`src/rtl/jtag_pkg.sv`:
```
// Purpose: shared TAP state encoding, default opcodes and IR capture pattern.
// Latency: n/a (types and constants only).
// Backpressure: n/a.
package jtag_pkg;

  // Standard 1149.1 state encoding; tap_state exposes these values directly.
  typedef enum logic [3:0] {
    TLR    = 4'hF,
    RTI    = 4'hC,
    SEL_DR = 4'h7,
    CAP_DR = 4'h6,
    SH_DR  = 4'h2,
    EX1_DR = 4'h1,
    PAU_DR = 4'h3,
    EX2_DR = 4'h0,
    UPD_DR = 4'h5,
    SEL_IR = 4'h4,
    CAP_IR = 4'hE,
    SH_IR  = 4'hA,
    EX1_IR = 4'h9,
    PAU_IR = 4'hB,
    EX2_IR = 4'h8,
    UPD_IR = 4'hD
  } tap_state_t;

  localparam logic [3:0] DEF_OP_EXTEST = 4'h0;
  localparam logic [3:0] DEF_OP_SAMPLE = 4'h1;
  localparam logic [3:0] DEF_OP_IDCODE = 4'h2;

  // Loaded into the IR shift register in Capture-IR; upper bits are zero.
  localparam logic [1:0] IR_CAPTURE = 2'b01;

endpackage

```
`src/rtl/jtag_tap_fsm.sv`:
```
// Purpose: 16-state TAP controller state register and next-state logic.
// Latency: state advances on every tck rising edge from the sampled tms.
// Backpressure: none; the TAP is paced purely by tck/tms.
module jtag_tap_fsm
  import jtag_pkg::*;
(
  input  logic       tck,
  input  logic       trst_n,
  input  logic       tms,
  output logic [3:0] state,
  output logic [3:0] next_state
);

  tap_state_t cur_state;
  tap_state_t nxt_state;

  // State register; trst_n forces Test-Logic-Reset asynchronously.
  always_ff @(posedge tck or negedge trst_n) begin
    if (!trst_n) cur_state <= TLR;
    else         cur_state <= nxt_state;
  end

  // Next-state decode from tms.
  always_comb begin
    nxt_state = cur_state;
    case (cur_state)
      TLR:    nxt_state = tms ? TLR    : RTI;
      RTI:    nxt_state = tms ? SEL_DR : RTI;
      SEL_DR: nxt_state = tms ? SEL_IR : CAP_DR;
      CAP_DR: nxt_state = tms ? EX1_DR : SH_DR;
      SH_DR:  nxt_state = tms ? EX1_DR : SH_DR;
      EX1_DR: nxt_state = tms ? UPD_DR : PAU_DR;
      PAU_DR: nxt_state = tms ? EX2_DR : PAU_DR;
      EX2_DR: nxt_state = tms ? UPD_DR : SH_DR;
      UPD_DR: nxt_state = tms ? SEL_DR : RTI;
      SEL_IR: nxt_state = tms ? TLR    : CAP_IR;
      CAP_IR: nxt_state = tms ? EX1_IR : SH_IR;
      SH_IR:  nxt_state = tms ? EX1_IR : SH_IR;
      EX1_IR: nxt_state = tms ? UPD_IR : PAU_IR;
      PAU_IR: nxt_state = tms ? EX2_IR : PAU_IR;
      EX2_IR: nxt_state = tms ? UPD_IR : SH_IR;
      UPD_IR: nxt_state = tms ? SEL_DR : RTI;
    endcase
  end

  assign state      = cur_state;
  assign next_state = nxt_state;

endmodule

```
`src/rtl/jtag_tap_ctrl.sv`:
```
// Purpose: TAP controller owning IR, bypass and IDCODE registers and driving BSR controls.
// Latency: controls decode the current state; tdo/tdo_en lag by half a tck (falling edge).
// Backpressure: none; all transfers are paced by tck/tms.
module jtag_tap_ctrl
  import jtag_pkg::*;
#(
  parameter int                  IR_WIDTH   = 4,
  parameter logic [31:0]         IDCODE_VAL = 32'h1000_0001,
  parameter logic [IR_WIDTH-1:0] OP_EXTEST  = IR_WIDTH'(DEF_OP_EXTEST),
  parameter logic [IR_WIDTH-1:0] OP_SAMPLE  = IR_WIDTH'(DEF_OP_SAMPLE),
  parameter logic [IR_WIDTH-1:0] OP_IDCODE  = IR_WIDTH'(DEF_OP_IDCODE),
  parameter logic [IR_WIDTH-1:0] OP_BYPASS  = '1
) (
  input  logic                tck,
  input  logic                trst_n,
  input  logic                tms,
  input  logic                tdi,
  input  logic                bsr_so,
  output logic                tdo,
  output logic                tdo_en,
  output logic                bsr_si,
  output logic                capture_dr,
  output logic                shift_dr,
  output logic                update_dr,
  output logic                mode,
  output logic [3:0]          tap_state,
  output logic [IR_WIDTH-1:0] ir_out
);

  logic [3:0]          state;
  logic [3:0]          next_state;
  logic [IR_WIDTH-1:0] ir_sr;
  logic                bypass_reg;
  logic [31:0]         id_reg;
  logic                to_tlr;
  logic                bsr_sel;
  logic                id_sel;
  logic                byp_sel;
  logic                dr_lsb;

  jtag_tap_fsm u_fsm (
    .tck        (tck),
    .trst_n     (trst_n),
    .tms        (tms),
    .state      (state),
    .next_state (next_state)
  );

  // Entering TLR behaves like a synchronous reset of every TAP register.
  assign to_tlr = (next_state == TLR);

  // DR selection: anything that is not BSR or IDCODE falls back to bypass.
  assign bsr_sel = (ir_out == OP_EXTEST) || (ir_out == OP_SAMPLE);
  assign id_sel  = (ir_out == OP_IDCODE) && !bsr_sel;
  assign byp_sel = (ir_out == OP_BYPASS) || !(bsr_sel || id_sel);
  assign dr_lsb  = bsr_sel ? bsr_so : (id_sel ? id_reg[0] : bypass_reg);

  assign tap_state  = state;
  assign bsr_si     = tdi;
  assign capture_dr = bsr_sel && (state == CAP_DR);
  assign shift_dr   = bsr_sel && (state == SH_DR);
  assign update_dr  = bsr_sel && (state == UPD_DR);
  assign mode       = (ir_out == OP_EXTEST);

  // Instruction path: capture pattern, LSB-first shift, copy to ir_out in Update-IR.
  always_ff @(posedge tck or negedge trst_n) begin
    if (!trst_n) begin
      ir_sr  <= '0;
      ir_out <= OP_IDCODE;
    end else if (to_tlr) begin
      ir_sr  <= '0;
      ir_out <= OP_IDCODE;
    end else begin
      if (state == CAP_IR)     ir_sr <= IR_WIDTH'(IR_CAPTURE);
      else if (state == SH_IR) ir_sr <= {tdi, ir_sr[IR_WIDTH-1:1]};
      if (state == UPD_IR)     ir_out <= ir_sr;
    end
  end

  // Bypass and IDCODE data registers; Pause/Exit states leave them untouched.
  always_ff @(posedge tck or negedge trst_n) begin
    if (!trst_n) begin
      bypass_reg <= 1'b0;
      id_reg     <= IDCODE_VAL;
    end else if (to_tlr) begin
      bypass_reg <= 1'b0;
      id_reg     <= IDCODE_VAL;
    end else if (state == CAP_DR) begin
      if (id_sel)  id_reg     <= IDCODE_VAL;
      if (byp_sel) bypass_reg <= 1'b0;
    end else if (state == SH_DR) begin
      if (id_sel)  id_reg     <= {tdi, id_reg[31:1]};
      if (byp_sel) bypass_reg <= tdi;
    end
  end

  // TDO retimed on the falling edge so it is stable at the next rising edge.
  always_ff @(negedge tck or negedge trst_n) begin
    if (!trst_n) begin
      tdo    <= 1'b0;
      tdo_en <= 1'b0;
    end else begin
      tdo_en <= (state == SH_IR) || (state == SH_DR);
      if (state == SH_IR)      tdo <= ir_sr[0];
      else if (state == SH_DR) tdo <= dr_lsb;
      else                     tdo <= 1'b0;
    end
  end

endmodule
```
`config.mk`:
```
export PLATFORM = sky130hd
export DESIGN_NAME = jtag_tap_ctrl
export DESIGN_NICKNAME = d
export VERILOG_FILES = /design/src/rtl/jtag_pkg.sv /design/src/rtl/jtag_tap_fsm.sv /design/src/rtl/jtag_tap_ctrl.sv
export SDC_FILE = /design/constraint.sdc
export NUM_CORES = 1
export LEC_CHECK = 0
export ABC_AREA = 0
export BUFFER_PORTS_ARGS = -buffer_cell sky130_fd_sc_hd__buf_4
export CAP_MARGIN = 30
export CORE_MARGIN = 4
export CORE_UTILIZATION = 46
export CTS_CLUSTER_DIAMETER = 40
export CTS_CLUSTER_SIZE = 25
export DETAILED_ROUTE_END_ITERATION = 8
export GPL_ROUTABILITY_DRIVEN = 0
export PLACE_DENSITY = 0.76
export REMOVE_ABC_BUFFERS = 1
export SLEW_MARGIN = 20
export SYNTH_ARGS = -nofsm -noshare
export SYNTH_HDL_FRONTEND = slang
export SYNTH_SLANG_ARGS = --single-unit
```
`constraint.sdc`:
```
create_clock -name tck -period 1.39 [get_ports tck]
set_input_delay 0.0695 -clock tck [delete_from_list [all_inputs] [get_ports tck]]
set_output_delay 0.0695 -clock tck [all_outputs]
set_load 0.02 [all_outputs]
```
==> metrics.txt, run 1 <==
gr usage total 21.6%; largest net degree at the start of global routing 29; Synth-to-Final Area Change 61.2%; Worst Path Required 1.32 ns; # rows 25; clock skew 0.00525 ns; crit share post-route 128%; Peak VDD IR 0.865 mV; critical path's top delay family flip-flops; flops & latches, synth 47; PwrDens 2130 mW/mm²; endpoints failing hold 0; Die Wd 78.0 µm; fin. max-slew vios 0; Setup crit start u_fsm.state[1]; RSZ-0062 raised after global routing yes; Critical path buffers and inverters 3; Port Buffers 19; Detailed Routing Iterations Pass 1 5; Setup crit end kind output port; antenna violations before repair 0; antenna fix cells 0; Critical Path AT 1.71 ns; Tightest Pin Transition 0.359 ns; placed cell count 326; CP Class reg2out; Cells after Synth 237; status finished with violations; Root Driver clkbuf_8; first-pass GRT wire length 10300 µm; H-tree depth 2; worst-path fanout max 3; Final Worst Setup Slack -0.393 ns; remaining antenna violation count 0; vias in the first global route 2093; register-to-register setup slack -0.34 ns; fmax 0.561 GHz; CP peak stage delay 0.55 ns; I/O pin count 20; layout cells sized above 1 55.3%; wire length per cell 20.3 µm; Worst Setup Start Kind flop; Nets 304; Seq/Total Area, Yosys 52.6%; Worst-Skew Late Latency 0.31 ns; CTS Buffer Depth 2; core area 0.00472 mm²; CP max-delay cell dfstp_2; failing checks setup timing; worst path cell trace buf_8 > nor3b_4 > buf_4 > nand2_2 > nor2_2 > buf_4; Place WS -0.347 ns; min Tclk post-route 1.78 ns; Distinct cells, synth 34; worst hold path type in2reg; DR vias/cell 5.69; syn_area_per_cell 9.50 µm²; vias 2088; Mapped Area 0.00225 mm²; commonest non-fill, non-tap cells in the layout 38 x dfrtp_1, 33 x buf_4, 27 x buf_6; max cap viols 0; commonest non-fill, non-tap cell in the layout dfrtp_1; Die Y 78.0 µm; final WL 7430 µm; Synth Warn # 0; # DRC 0; starting density of the core 47.7%; CTS tree built; most frequent cell on the critical path buf_4; HPWL Detailed 2800 µm; max reg flops 32; Num CTS Buffers 5; leakage power 0.00157 µW; Rel. slew slack 76.1%; Layout Cells excl Fill 367; clock sinks 47; final setup violating endpoints 51; Worst Hold Launch tms; die area 0.00608 mm²; GRT overflow 0; drt initial violations 166; Reg clk slew, reported paths 0.09 ns; reg2reg start id_reg[0]
-- layout make-up --
class / count / area (µm²)
inverter: 4 / 15.0
sequential: 47 / 1180
clock buffer: 7 / 76.3
fill: 257 / 1090
tap: 67 / 83.8
multi-input combinational: 166 / 1390
clock inverter: 1 / 5.00
timing repair buffer: 75 / 880
-- cell usage after synthesis --
cell type  number  area share [%]
and3_1          1            0.28
nor2b_1         4             1.1
nand2_1        18             3.0
and4_1          1            0.39
a31oi_1         1            0.28
a21oi_1         9             2.0
a22o_1          2            0.78
o21ai_0        20             4.4
nor3b_1         1            0.33
o31ai_2         1            0.56
clkbuf_1        8             1.3
nor3b_2         1            0.56
a21o_1          2            0.67
o211ai_1        1            0.33
nor4_1          1            0.28
buf_4           2            0.67
nand2b_1       26             7.2
nor2_1         14             2.3
or3_1           1            0.28
o221ai_1        1            0.39
dfrtn_1         2             2.2
dfrtp_1        38              42
inv_1           4            0.67
nand4b_2        1            0.67
o21ai_1        13             2.9
nand3b_1        3             1.0
nand3_1        30             6.7
nor3_1          3            0.67
buf_2          10             2.2
nand4bb_1       1            0.50
a21boi_0        1            0.33
dfstp_2         7             8.2
o32ai_2         2             1.4
mux2i_1         7             3.1
-- final timing paths --
check / end / cells past startpoint
min reg2reg: id_reg[24] / 2
max reg2reg: tdo / 4
min in group asynchronous: id_reg[8] / 2
max: shift_dr / 6
max in group asynchronous: tdo / 2
min: u_fsm.state[1] / 2
-- report_power, final --
part           switching [µW]  leakage [µW]  internal, µW
Combinational            2290      0.000910          2350
Sequential                392      0.000618          1890
Clock                     468     0.0000422           354
-- kinds of logic after synthesis --
kind of cell	after synthesis	share of synthesized area, %
flip-flops	47	52.6
multiplexers	7	3.11
AND/OR/NAND/NOR	106	25.3
buffers and inverters	24	4.89
AO/OA/AOI/OAI	53	14.1
-- layer usage --
| layer | share of wire [%] | vias up | track usage [%] | wire length [µm] |
|---|---|---|---|---|
| met5 | 0 | - | 0 | 0 |
| met4 | 2.5 | 0 | 7.87 | 184 |
| met3 | 4.0 | 21 | 3.94 | 297 |
| met2 | 51 | 69 | 36.2 | 3820 |
| met1 | 42 | 1055 | 28.0 | 3130 |
| li1 | - | 943 | - | - |
-- stage by stage --
step / hold WS, ns / setup TNS [ns] / area (µm²) / total power (µW) / util [%]
after floorplan: -0.226 / -36.90 / 2160 / 3610 / -
after global placement: -0.0329 / -8.39 / 2570 / 4550 / 54.4
after detailed placement: -0.0346 / -9.28 / 2570 / 4610 / 54.4
after CTS: 0.0310 / -10.57 / 3260 / 6700 / 69.0
after global routing: 0.0445 / -15.54 / 3630 / 8130 / 76.9
final: 0.0394 / -13.61 / 3630 / 7730 / 76.9
-- repair_timing --
item	in CTS	in global routing
pin swaps	23	37
setup endpoints to repair	49	53
endpoints found under the hold margin	17	0
setup buffers	14	13
hold buffers	1	0
gates resized for setup	80	75
gates cloned	7	3
Note: power is estimated with default switching activity, not from simulation.
==> inputs of run 2 (changes only) <==
ABC_AREA = 1   (was 0)
==> metrics.txt, run 2 <==
Primary FF master, synth dfrtp_1; H-tree depth 2 (unchanged); Peak VDD IR 1.13 mV (+30%); Cells after Synth 293 (+24%); Tightest Pin Transition 0.543 ns (+0.184 ns); Distinct cells, synth 23 (-32%); core area 0.00475 mm² (+0.66%); remaining antenna violation count 0 (unchanged); Seq/Total Area, Yosys 51.9% (-0.66 points); Root Driver clkbuf_8; combinational power share 61.3% (+1.4 points); Synth area leader dfrtp_1; async set-reset flop share out of synthesis 100% (unchanged); Sw Ratio 44.4% (+3.6 points); Final TNS setup -25.40 ns (-11.79 ns); Final Worst Setup Slack -0.611 ns (-0.218 ns); vias 2602 (+25%); PwrDens 2540 mW/mm² (+19%); flops & latches, synth 47 (unchanged); DR vias/cell 5.86 (+3.0%); starting density of the core 48.0% (+0.29 points); top cell type's share of synthesized area 41.7% (-0.53 points); Reg clk slew, reported paths 0.10 ns (about the same); Worst Setup Start Kind flop; largest net degree at the start of global routing 43 (+48%); Die Y 78.4 µm (+0.57%); CP max-delay cell dfstp_2; fin. max-slew vios 0 (unchanged); syn_area_per_cell 7.78 µm² (-18%); clock skew 0.0156 ns (+0.0104 ns); max cap viols 0 (unchanged); crit share post-route 144% (+16 points); drt initial violations 272 (+64%); CP peak stage delay 0.59 ns (+0.04 ns); Mapped Area 0.00228 mm² (+1.3%); Synth-to-Final Area Change 66.4%; leakage power 0.00198 µW (+26%); wire length per cell 20.1 µm (-0.95%); Cell Int Power 5350 µW (+17%); Num CTS Buffers 5 (unchanged); endpoints failing hold 0 (unchanged); most frequent cell on the critical path nand3_1; net load switching power 4270 µW (+36%); # rows 25 (unchanged); EDFF count, synth 0 (unchanged); final WL 8910 µm (+20%); min Tclk post-route 2.00 ns (+0.218 ns); failing checks setup timing; CP Class reg2reg; Critical Path AT 2.20 ns (+0.49 ns); layout cells sized above 1 53.8% (-1.5 points); Port Buffers 19 (unchanged); Setup crit end kind flop; Worst Path Required 1.59 ns (+0.27 ns); CTS Buffer Depth 2 (unchanged); Clk pwr share 11.5% (+0.9 points); worst hold path type in2async; vias in the first global route 2367 (+13%); GRT overflow 0 (unchanged); Worst-Skew Late Latency 0.32 ns (about the same); first-pass GRT wire length 11000 µm (+6.9%); Nets 381 (+25%); final setup violating endpoints 54 (+5.9%); part of the power in registers 27.2% (-2.2 points); commonest non-fill, non-tap cells in the layout 78 x nand2_1, 53 x buf_4, 38 x dfrtp_1; clock sinks 47 (unchanged); gr usage total 22.9% (+1.3 points); Fill cells 236 (-8.2%); I/O pin count 20 (unchanged); die area 0.00615 mm² (+1.1%); worst-path fanout max 7 (+4); fmax 0.500 GHz (-11%); worst path cell trace buf_6 > nand2_2 > inv_2 > nand2_4 > nand3_1 > nor2_1 > nor2_4 > nand3_4 > buf_12 > buf_16 > nand3_1 > nand2_1; Min Hold Slack 0.105 ns (+0.0658 ns); Detailed Routing Iterations Pass 1 5 (unchanged); Die Wd 78.4 µm (+0.57%); top post-synthesis cells by count 101 x nand2_1, 58 x nand3_1, 38 x dfrtp_1; Synth Warn # 0 (unchanged); antenna violations before repair 0 (unchanged); commonest non-fill, non-tap cell in the layout nand2_1; RSZ-0062 raised after global routing yes; most common cell in the netlist nand2_1; antenna fix cells 0 (unchanged); Place WS -0.516 ns (-0.169 ns); Rel. slew slack 63.8% (-12 points); HPWL Detailed 3510 µm (+25%); max reg flops 32 (unchanged); Tot Pwr 9620 µW (+24%); status finished with violations; # DRC 0 (unchanged); CTS tree built; main area contributors after synthesis dfrtp_1 42%, nand2_1 17%, nand3_1 13%, dfstp_2 8.1%, nor2_1 4.6%
==> run 2: critical path, delay by kind of cell (launching register included) <==
family	cells	cell delay, ns
and+or+nand+nor	8	0.76
DFF	1	0.59
buffers and inverters	4	0.52
==> run 2: metal layers <==
metal	vias up	wire length (µm)	GRT usage, %
li1	1104	-	-
met1	1266	3350	27.8
met2	183	4430	39.4
met3	49	690	4.47
met4	0	434	10.5
met5	-	0	0
==> run 2: area by class of cell <==
| cell class | instances | area (µm²) | area share (%) |
|---|---|---|---|
| clock buffers | 6 | 82.6 | 2.18 |
| clock inverters | 2 | 38.8 | 1.02 |
| inverters | 22 | 90.1 | 2.37 |
| multi-input cells | 211 | 1380 | 36.2 |
| flip-flops and latches | 47 | 1180 | 31.2 |
| well taps | 67 | 83.8 | 2.21 |
| repair buffers | 89 | 940 | 24.8 |
==> run 2: final timing paths <==
check / startpoint / to / slack [ns] / cells past startpoint
max in group asynchronous: trst_n / tdo / 0.54 / 2
hold / removal: trst_n / bypass_reg / 0.11 / 2
setup reg to reg: u_fsm.state[2] / ir_sr[2] / -0.61 / 12
setup / recovery: u_fsm.state[2] / ir_sr[2] / -0.61 / 12
hold reg to reg: id_reg[25] / id_reg[24] / 0.49 / 2
min in group tck: tms / u_fsm.state[0] / 0.16 / 5
==> run 2: cells by family (layout without fill, tap and decap cells) <==
group           after synthesis  count (layout)  share of synthesized area, %
simple gates                200             200                          38.1
flops                        47              47                          51.9
buf+inv                      35             119                          7.35
compound gates               11              11                          2.58
==> run 2: power by group through the flow <==
stage	Combinational [µW]	Clock [µW]	Sequential, µW
finish	5900	1100	2620
global route	6230	1170	2680
CTS	4380	1100	2440
detailed placement	3540	0	2430
global placement	3440	0	2400
floorplan	1670	0	2570
==> run 2: metrics by stage <==
step	cell area, µm²	utilization (%)	std cells
after floorplan	2200	-	280
after global placement	2810	59.2	413
after detailed placement	2810	59.2	413
after CTS	3290	69.2	429
after global routing	3790	79.8	444
final	3790	79.8	444
==> run 2: timing repair <==
item,CTS,global route
buffers inserted,6,10
setup endpoints to repair,52,54
hold buffers,1,0
endpoints found under the hold margin,39,0
resized for setup,66,73
pin swaps,13,20
gates cloned,2,7
